<file path="src/rtl/msg_frame_ctrl.sv">
// Frames an AXI-Stream path into messages of a configured beat count, marks the last beat,
// and on abort drains the remainder of the message upstream without forwarding it.
module msg_frame_ctrl #(
    parameter int DATA_WIDTH     = 32,
    parameter int NUM_COUNT_BITS = 16
) (
    input  logic                      clk_i,
    input  logic                      rst_i,
    input  logic                      cfg_valid_i,
    output logic                      cfg_ready_o,
    input  logic [NUM_COUNT_BITS-1:0] cfg_length_i,
    input  logic                      abort_i,
    input  logic [DATA_WIDTH-1:0]     s_tdata_i,
    input  logic                      s_tvalid_i,
    output logic                      s_tready_o,
    output logic [DATA_WIDTH-1:0]     m_tdata_o,
    output logic                      m_tvalid_o,
    input  logic                      m_tready_i,
    output logic                      m_tlast_o,
    output logic [NUM_COUNT_BITS-1:0] beat_count_o,
    output logic [NUM_COUNT_BITS-1:0] msg_total_o,
    output logic                      msg_done_o,
    output logic                      msg_aborted_o,
    output logic                      err_zero_len_o
);

    typedef enum logic [1:0] {IDLE, STREAM, FLUSH} state_t;

    localparam logic [NUM_COUNT_BITS-1:0] ONE = NUM_COUNT_BITS'(1);

    state_t                    state_q;
    logic [NUM_COUNT_BITS-1:0] len_q;
    logic [NUM_COUNT_BITS-1:0] beat_q;
    logic [NUM_COUNT_BITS-1:0] total_q;
    logic                      done_q;
    logic                      aborted_q;
    logic                      zerr_q;
    logic                      xfer;
    logic                      last_beat;

    assign last_beat = (beat_q == len_q - ONE);

    // No buffering: handshake signals are combinational so a beat costs zero latency.
    always_comb begin
        s_tready_o = 1'b0;
        m_tvalid_o = 1'b0;
        m_tlast_o  = 1'b0;
        case (state_q)
            STREAM: begin
                m_tvalid_o = s_tvalid_i && !abort_i;
                s_tready_o = m_tready_i && !abort_i;
                m_tlast_o  = last_beat;
            end
            FLUSH:   s_tready_o = 1'b1;
            default: ;
        endcase
    end

    assign xfer           = s_tvalid_i && s_tready_o;
    assign m_tdata_o      = s_tdata_i;
    assign cfg_ready_o    = (state_q == IDLE);
    assign beat_count_o   = beat_q;
    assign msg_total_o    = total_q;
    assign msg_done_o     = done_q;
    assign msg_aborted_o  = aborted_q;
    assign err_zero_len_o = zerr_q;

    always_ff @(posedge clk_i or posedge rst_i) begin
        if (rst_i) begin
            state_q   <= IDLE;
            len_q     <= '0;
            beat_q    <= '0;
            total_q   <= '0;
            done_q    <= 1'b0;
            aborted_q <= 1'b0;
            zerr_q    <= 1'b0;
        end else begin
            done_q    <= 1'b0;
            aborted_q <= 1'b0;
            zerr_q    <= 1'b0;
            case (state_q)
                IDLE: begin
                    if (cfg_valid_i) begin
                        if (cfg_length_i != '0) begin
                            len_q   <= cfg_length_i;
                            beat_q  <= '0;
                            state_q <= STREAM;
                        end else begin
                            zerr_q <= 1'b1;
                        end
                    end
                end
                STREAM: begin
                    // Abort wins over a coincident beat; the equal-count branch is defensive only.
                    if (abort_i) begin
                        if (beat_q == len_q) begin
                            aborted_q <= 1'b1;
                            beat_q    <= '0;
                            state_q   <= IDLE;
                        end else begin
                            state_q <= FLUSH;
                        end
                    end else if (xfer) begin
                        if (last_beat) begin
                            done_q  <= 1'b1;
                            total_q <= total_q + ONE;
                            beat_q  <= '0;
                            state_q <= IDLE;
                        end else begin
                            beat_q <= beat_q + ONE;
                        end
                    end
                end
                FLUSH: begin
                    if (xfer) begin
                        if (beat_q + ONE == len_q) begin
                            aborted_q <= 1'b1;
                            beat_q    <= '0;
                            state_q   <= IDLE;
                        end else begin
                            beat_q <= beat_q + ONE;
                        end
                    end
                end
                default: state_q <= IDLE;
            endcase
        end
    end

endmodule

</file>
<file path="config.mk">
export PLATFORM = sky130hd
export DESIGN_NAME = msg_frame_ctrl
export DESIGN_NICKNAME = d
export VERILOG_FILES = /design/src/rtl/msg_frame_ctrl.sv
export SDC_FILE = /design/constraint.sdc
export NUM_CORES = 1
export LEC_CHECK = 0
export BUFFER_PORTS_ARGS = -buffer_cell sky130_fd_sc_hd__buf_4
export CORE_ASPECT_RATIO = 1.2
export CORE_MARGIN = 5
export CORE_UTILIZATION = 54
export CTS_BUF_LIST = sky130_fd_sc_hd__clkbuf_4 sky130_fd_sc_hd__clkbuf_8
export DETAILED_ROUTE_END_ITERATION = 10
export PLACE_DENSITY_LB_ADDON = 0.15
export SKIP_CTS_REPAIR_TIMING = 1
export SLEW_MARGIN = 5
export SYNTH_ARGS = -nofsm -noshare
export SYNTH_HDL_FRONTEND = slang
export SYNTH_SLANG_ARGS = --single-unit
export TNS_END_PERCENT = 100
</file>
<file path="constraint.sdc">
create_clock -name clk_i -period 3.53 [get_ports clk_i]
set_input_delay 0.353 -clock clk_i [delete_from_list [all_inputs] [get_ports clk_i]]
set_output_delay 0.353 -clock clk_i [all_outputs]
set_load 0.005 [all_outputs]
</file>
**After elaboration in Yosys (flattened, before gate mapping)**

Index checks and enable logic that the tools add are counted.

- Muxes and demuxes: 33
- Eq/ne operators: 12
- Add/sub/neg operators: 3
- Bitwise logic cells: 1
- Reduce and logical (&&, ||, !) cells: 11

Operators with widths:

| operator | count |
|---|---|
| 2-to-1 mux 16 bit | 8 |
| equality test 16 bit | 3 |
| one-hot mux 16 bit (3 select lines) | 1 |
| adder 16 x 1 -> 16 bit, second input constant | 2 |
| 2-to-1 mux 2 bit | 8 |
| nonzero test 16 bit | 1 |
| subtractor 16 x 1 -> 16 bit, second input constant | 1 |
| 2-to-1 mux 1 bit | 13 |
| AND reduction 6 bit | 2 |
| inequality test 3 bit, second input constant | 3 |
| inequality test 2 bit, second input constant | 3 |
| one-hot mux 2 bit (3 select lines) | 1 |
| one-hot mux 1 bit (2 select lines) | 2 |
| AND reduction 4 bit | 1 |
| logical AND 1 bit | 3 |
| AND reduction 3 bit | 1 |
| nonzero test 3 bit | 1 |
| equality test 2 x 1 -> 1 bit, second input constant | 1 |
| equality test 2 bit, second input constant | 1 |
| zero test 2 bit | 1 |
| inequality test 2 x 1 -> 1 bit, second input constant | 1 |
| zero test 1 bit | 1 |
| inverter 1 bit | 1 |

- Output and inout port bits: 71
- Register bits: 53
- Word-level logic and storage cells: 67

**Depth between registers and ports, before layout**

- Depth after elaboration: 7
- Depth in mapped cells: 11

**Worst setup path after synthesis**

Ideal clock, no wire load.

- Path type: reg-to-reg
- Start: register beat_q[0], in the netlist beat_count_o[0]
- End: register beat_q[4], in the netlist beat_count_o[4]
- Path buffers: 1
- Data arrival time: 2.833 ns
- Stages on the path, launching flop included: 11
- Path slack: 0.571 ns
- Clock period less this slack: 2.959 ns
- Data required time: 3.404 ns
- Library setup time: 0.126 ns
- Cells stage by stage: dfrtp_1 > ha_1 > nand3_1 > or4_1 > xnor2_1 > o2111ai_1 > a2111o_1 > nand3_1 > buf_4 > nand2_4 > a311o_1

- Word-level cells in the longest chain between the ends: 5

Ends and longest elaborated chain:

| element | RTL line | RTL |
|---|---|---|
| from (decl) | 33 | `logic [NUM_COUNT_BITS-1:0] beat_q;` |
| from (signal assigned) | 110 | `beat_q <= beat_q + ONE;` |
| from (signal assigned) | 121 | `beat_q <= beat_q + ONE;` |
| adder 16 x 1 -> 16 bit / equality test 16 bit (equally long branches) | n/a |  |
| equality test 16 bit / 2-to-1 mux 16 bit (equally long branches) | 116, 104 |  |
| 2-to-1 mux 16 bit, on equally long branches | 116, 103 |  |
| 2-to-1 mux 16 bit, on equally long branches | 115, 95 |  |
| one-hot mux 16 bit (3 select lines) | 81 | `case (state_q)` |

Parallel ways exist; a longest one is shown, timed or not. The select of a mux whose other input is x is not followed.
A chain may end at the register's enable or synchronous reset.

**Final worst setup path**

- Start: register beat_q[4], in the netlist beat_count_o[4]
- End: register beat_q[4], in the netlist beat_count_o[4]

Same word-level chain as after synthesis.

==> results.rst <==
.. list-table::
   :header-rows: 1

   * - Metric
     - Value
   * - I/O pin cnt
     - 125
   * - Largest net degree at the start of global routing
     - 54
   * - LEAKAGE
     - 1.93 nW
   * - Tightest slew margin relative to the limit
     - 25.5%
   * - Number of nets in the synthesized netlist
     - 508
   * - Clock transition at the register clock pins on the worst setup and hold paths after CTS
     - 0.10 ns
   * - Chip Height
     - 105 um
   * - Worst path arrival time
     - 3.48 ns
   * - Vias in the first global route
     - 3366
   * - Residual DRC count
     - 0
   * - Total routed wirelength
     - 9560 um
   * - Routed wire length per instance
     - 17.0 um
   * - Gr ovfl total
     - 0
   * - Synth Flop Type
     - dfrtp_1
   * - Share of final-layout standard cells stronger than drive strength 1
     - 24.4%
   * - Global-route wire length before repair
     - 16100 um
   * - Startpoint Class
     - register
   * - Leading cell type in the layout, fill and taps excluded
     - buf_4
   * - Buffers from clock root to sink, at most
     - 2
   * - TritonCTS clock tree
     - built
   * - Weighted congestion at the end of routability-driven global placement
     - 0.919
   * - Filler cells
     - 650
   * - Gr usage total
     - 21.3%
   * - Number of library cell types mapped by synthesis
     - 62
   * - Leading post-synthesis cells by cell area
     - dfrtp_1 33%, buf_4 6.5%, xnor2_1 5.9%, mux2_2 5.3%, nand2_1 3.5%
   * - Slew at the pin closest to its max-slew limit
     - 1.12 ns
   * - Commonest cells after routing, fill and taps aside
     - 78 x buf_4, 53 x dfrtp_1, 38 x nand2_1
   * - Proportion of netlist area held by the largest area contributor
     - 32.9%
   * - Max incr delay on CP
     - 0.79 ns
   * - Count of flip-flops with a built-in enable after synthesis
     - 0
   * - Syn-to-layout area delta
     - 10.2%
   * - Cell type with the highest occurrence count on the critical path
     - nand3_1
   * - Number of instances in the synthesized netlist
     - 448
   * - Floorplan Core Area
     - 7270 um^2
   * - Class of the worst hold path
     - in -> reg
   * - Final critical delay including setup and external delays
     - 3.28 ns
   * - Final critical-path share of the clock period
     - 93.0%
   * - Number of detailed-route iterations in the first pass
     - 4
   * - Synthesized cell area
     - 4030 um^2
   * - Number of H-tree levels
     - 2
   * - Critical path, cell by cell
     - nand3_1 -> nor4b_1 -> xnor2_1 -> o221ai_1 -> a2111o_1 -> nand3_1 -> buf_4 -> nand2_4 -> a311o_1
   * - Library cell used as clock root buffer
     - clkbuf_8
   * - Setup clock skew after layout
     - 0.0102 ns
   * - Clock latency reported for the late side of the worst-skew pair
     - 0.31 ns
   * - Number of buffers created by CTS
     - 5
   * - Worst Hold Margin
     - 0.271 ns
   * - Buffers & Inverters on Critical Path
     - 1
   * - NetSw
     - 1.07 mW
   * - Outcome
     - finished, final reports clean
   * - Sequential fraction of design power
     - 37.4%
   * - Count of maximum capacitance violations
     - 0
   * - Ys Warns
     - 0
   * - Unrepaired setup endpoints after global routing
     - false
   * - Crit Path Max Fanout
     - 17
   * - Antenna diode count
     - 0
   * - Number of buffers inserted by port buffering
     - 60
   * - Number of synthesized register bits
     - 53
   * - Mean cell area of the mapped netlist
     - 8.99 um^2
   * - Width of the die
     - 88.8 um
   * - Slowest cell on the critical path
     - nor4b_1
   * - Peak supply drop
     - 0.343 mV
   * - Share of flip-flops with an asynchronous set or reset after synthesis
     - 100%
   * - Site Rows
     - 34
   * - Total count of hold-check failures in the final report
     - 0
   * - Relative contribution of combinational cells to total power
     - 47.5%
   * - Synth area leader
     - dfrtp_1
   * - Remaining number of nets flagged by the antenna check after routing
     - 0
   * - Critical path's top delay family
     - simple AND/OR/NAND/NOR gates
   * - Cell internal pwr
     - 1.40 mW
   * - Total number of vias
     - 3390
   * - Endpoint kind of the worst setup timing path
     - register
   * - Setup violations, final
     - 0
   * - Initial antenna violation count
     - 0
   * - Via density per instance
     - 6.03
   * - Critical path start-end classification
     - reg -> reg
   * - FMAX
     - 0.305 GHz
   * - Register area share after synthesis
     - 32.9%
   * - Initial Utilization
     - 55.3%
   * - Max-slew violation count
     - 0
   * - Clock net sink count
     - 53
   * - Post-Route Setup TNS
     - 0 ns
   * - Data required time of the critical path
     - 3.73 ns
   * - Initial DRC Count
     - 187
   * - Die footprint
     - 9290 um^2
   * - Final #Nets
     - 531
   * - Clock group share of total power
     - 15.1%
   * - Final HPWL from detailed placement
     - 7260 um
   * - Total power per unit cell area
     - 556 nW/um^2
   * - Switching share of total power
     - 43.4%
state kept, by name, summed over array words and instances (netlist names):
register and count:
state_q 2, beat_count_o 16, msg_aborted_o 1, msg_total_o 16
msg_done_o 1, len_q 16, err_zero_len_o 1
tightest hold or removal path: cells and delay by family:
kind	cells	cell delay (ns)
buffers and inverters	1	0.09
AO/OA/AOI/OAI	1	0.07
AND/OR/NAND/NOR	1	0.04
cell families (layout without fill, tap and decap cells):
group / after synthesis / after routing / share of synthesized area (%)
xor gates and xnor gates: 43 / 43 / 9.35
DFF: 53 / 53 / 32.9
AOI/OAI and AO/OA: 76 / 76 / 14.3
buffers and inverters: 73 / 97 / 10.6
and+or+nand+nor: 173 / 173 / 24.4
adders and majority gates: 6 / 6 / 1.86
muxes: 24 / 24 / 6.56
power by group through the flow:
stage | logic (mW) | registers (mW) | clock network (mW)
6_report | 1.17 | 0.923 | 0.372
5_1_grt | 1.30 | 0.947 | 0.411
4_1_cts | 1.17 | 0.925 | 0.384
3_5_place_dp | 1.16 | 0.939 | 0
3_3_place_gp | 1.14 | 0.933 | 0
2_1_floorplan | 0.990 | 0.816 | 0
Yosys cell counts, drive strengths merged, types with 4 or more instances:
| cell | instances |
|---|---|
| nor4 | 10 |
| a221o | 7 |
| a21oi | 10 |
| o21ai | 12 |
| nand3 | 14 |
| ha | 6 |
| and2 | 11 |
| nand2b | 4 |
| inv | 11 |
| mux2 | 19 |
| a31oi | 4 |
| nor2b | 9 |
| buf | 47 |
| xnor2 | 27 |
| and4 | 4 |
| nor2 | 24 |
| a211oi | 4 |
| nor3 | 10 |
| mux2i | 5 |
| a2111oi | 7 |
| o21a | 4 |
| or3 | 6 |
| clkbuf | 15 |
| dfrtp | 53 |
| and3 | 11 |
| nand4 | 17 |
| nand2 | 39 |
| xor2 | 16 |
| nand3b | 4 |
final cells by class:
type	instances	area (um^2)	share of cell area, %
multi-input cells	322	2270	51.2
flip-flops and latches	53	1330	29.9
repair buffers	78	586	13.2
well taps	90	113	2.54
clock buffers	5	68.8	1.55
inverters	11	41.3	0.931
clock inverters	3	28.8	0.649
worst paths after layout:
| path | cells after the start | slack [ns] | endpoint | from |
|---|---|---|---|---|
| max | 9 | 0.25 | beat_count_o[4] | beat_count_o[4] |
| min | 3 | 0.27 | len_q[0] | cfg_length_i[0] |
| max reg2reg | 9 | 0.25 | beat_count_o[4] | beat_count_o[4] |
| min reg2reg | 1 | 0.49 | msg_total_o[15] | msg_total_o[15] |
| max in group asynchronous | 2 | 2.52 | beat_count_o[4] | rst_i |
| min in group asynchronous | 2 | 0.31 | msg_total_o[11] | rst_i |
metal layers:
layer	GRT usage, %	wire length, um	up-vias
met5	0	0	-
met4	6.91	214	0
met3	3.62	418	15
met2	35.1	4810	90
met1	27.9	4110	1642
li1	-	-	1643
stage by stage:
stage / power, mW / cell area, um^2 / setup WS, ns / std cells / utilization (%)
2_1_floorplan: 1.81 / 4030 / 0.571 / 448 / -
3_3_place_gp: 2.07 / 4340 / 0.342 / 554 / 59.6
3_5_place_dp: 2.10 / 4340 / 0.314 / 554 / 59.6
4_1_cts: 2.48 / 4440 / 0.296 / 562 / 61.0
5_1_grt: 2.65 / 4440 / 0.0514 / 562 / 61.0
6_report: 2.47 / 4440 / 0.248 / 562 / 61.0
Note: power is estimated with default switching activity, not from simulation.
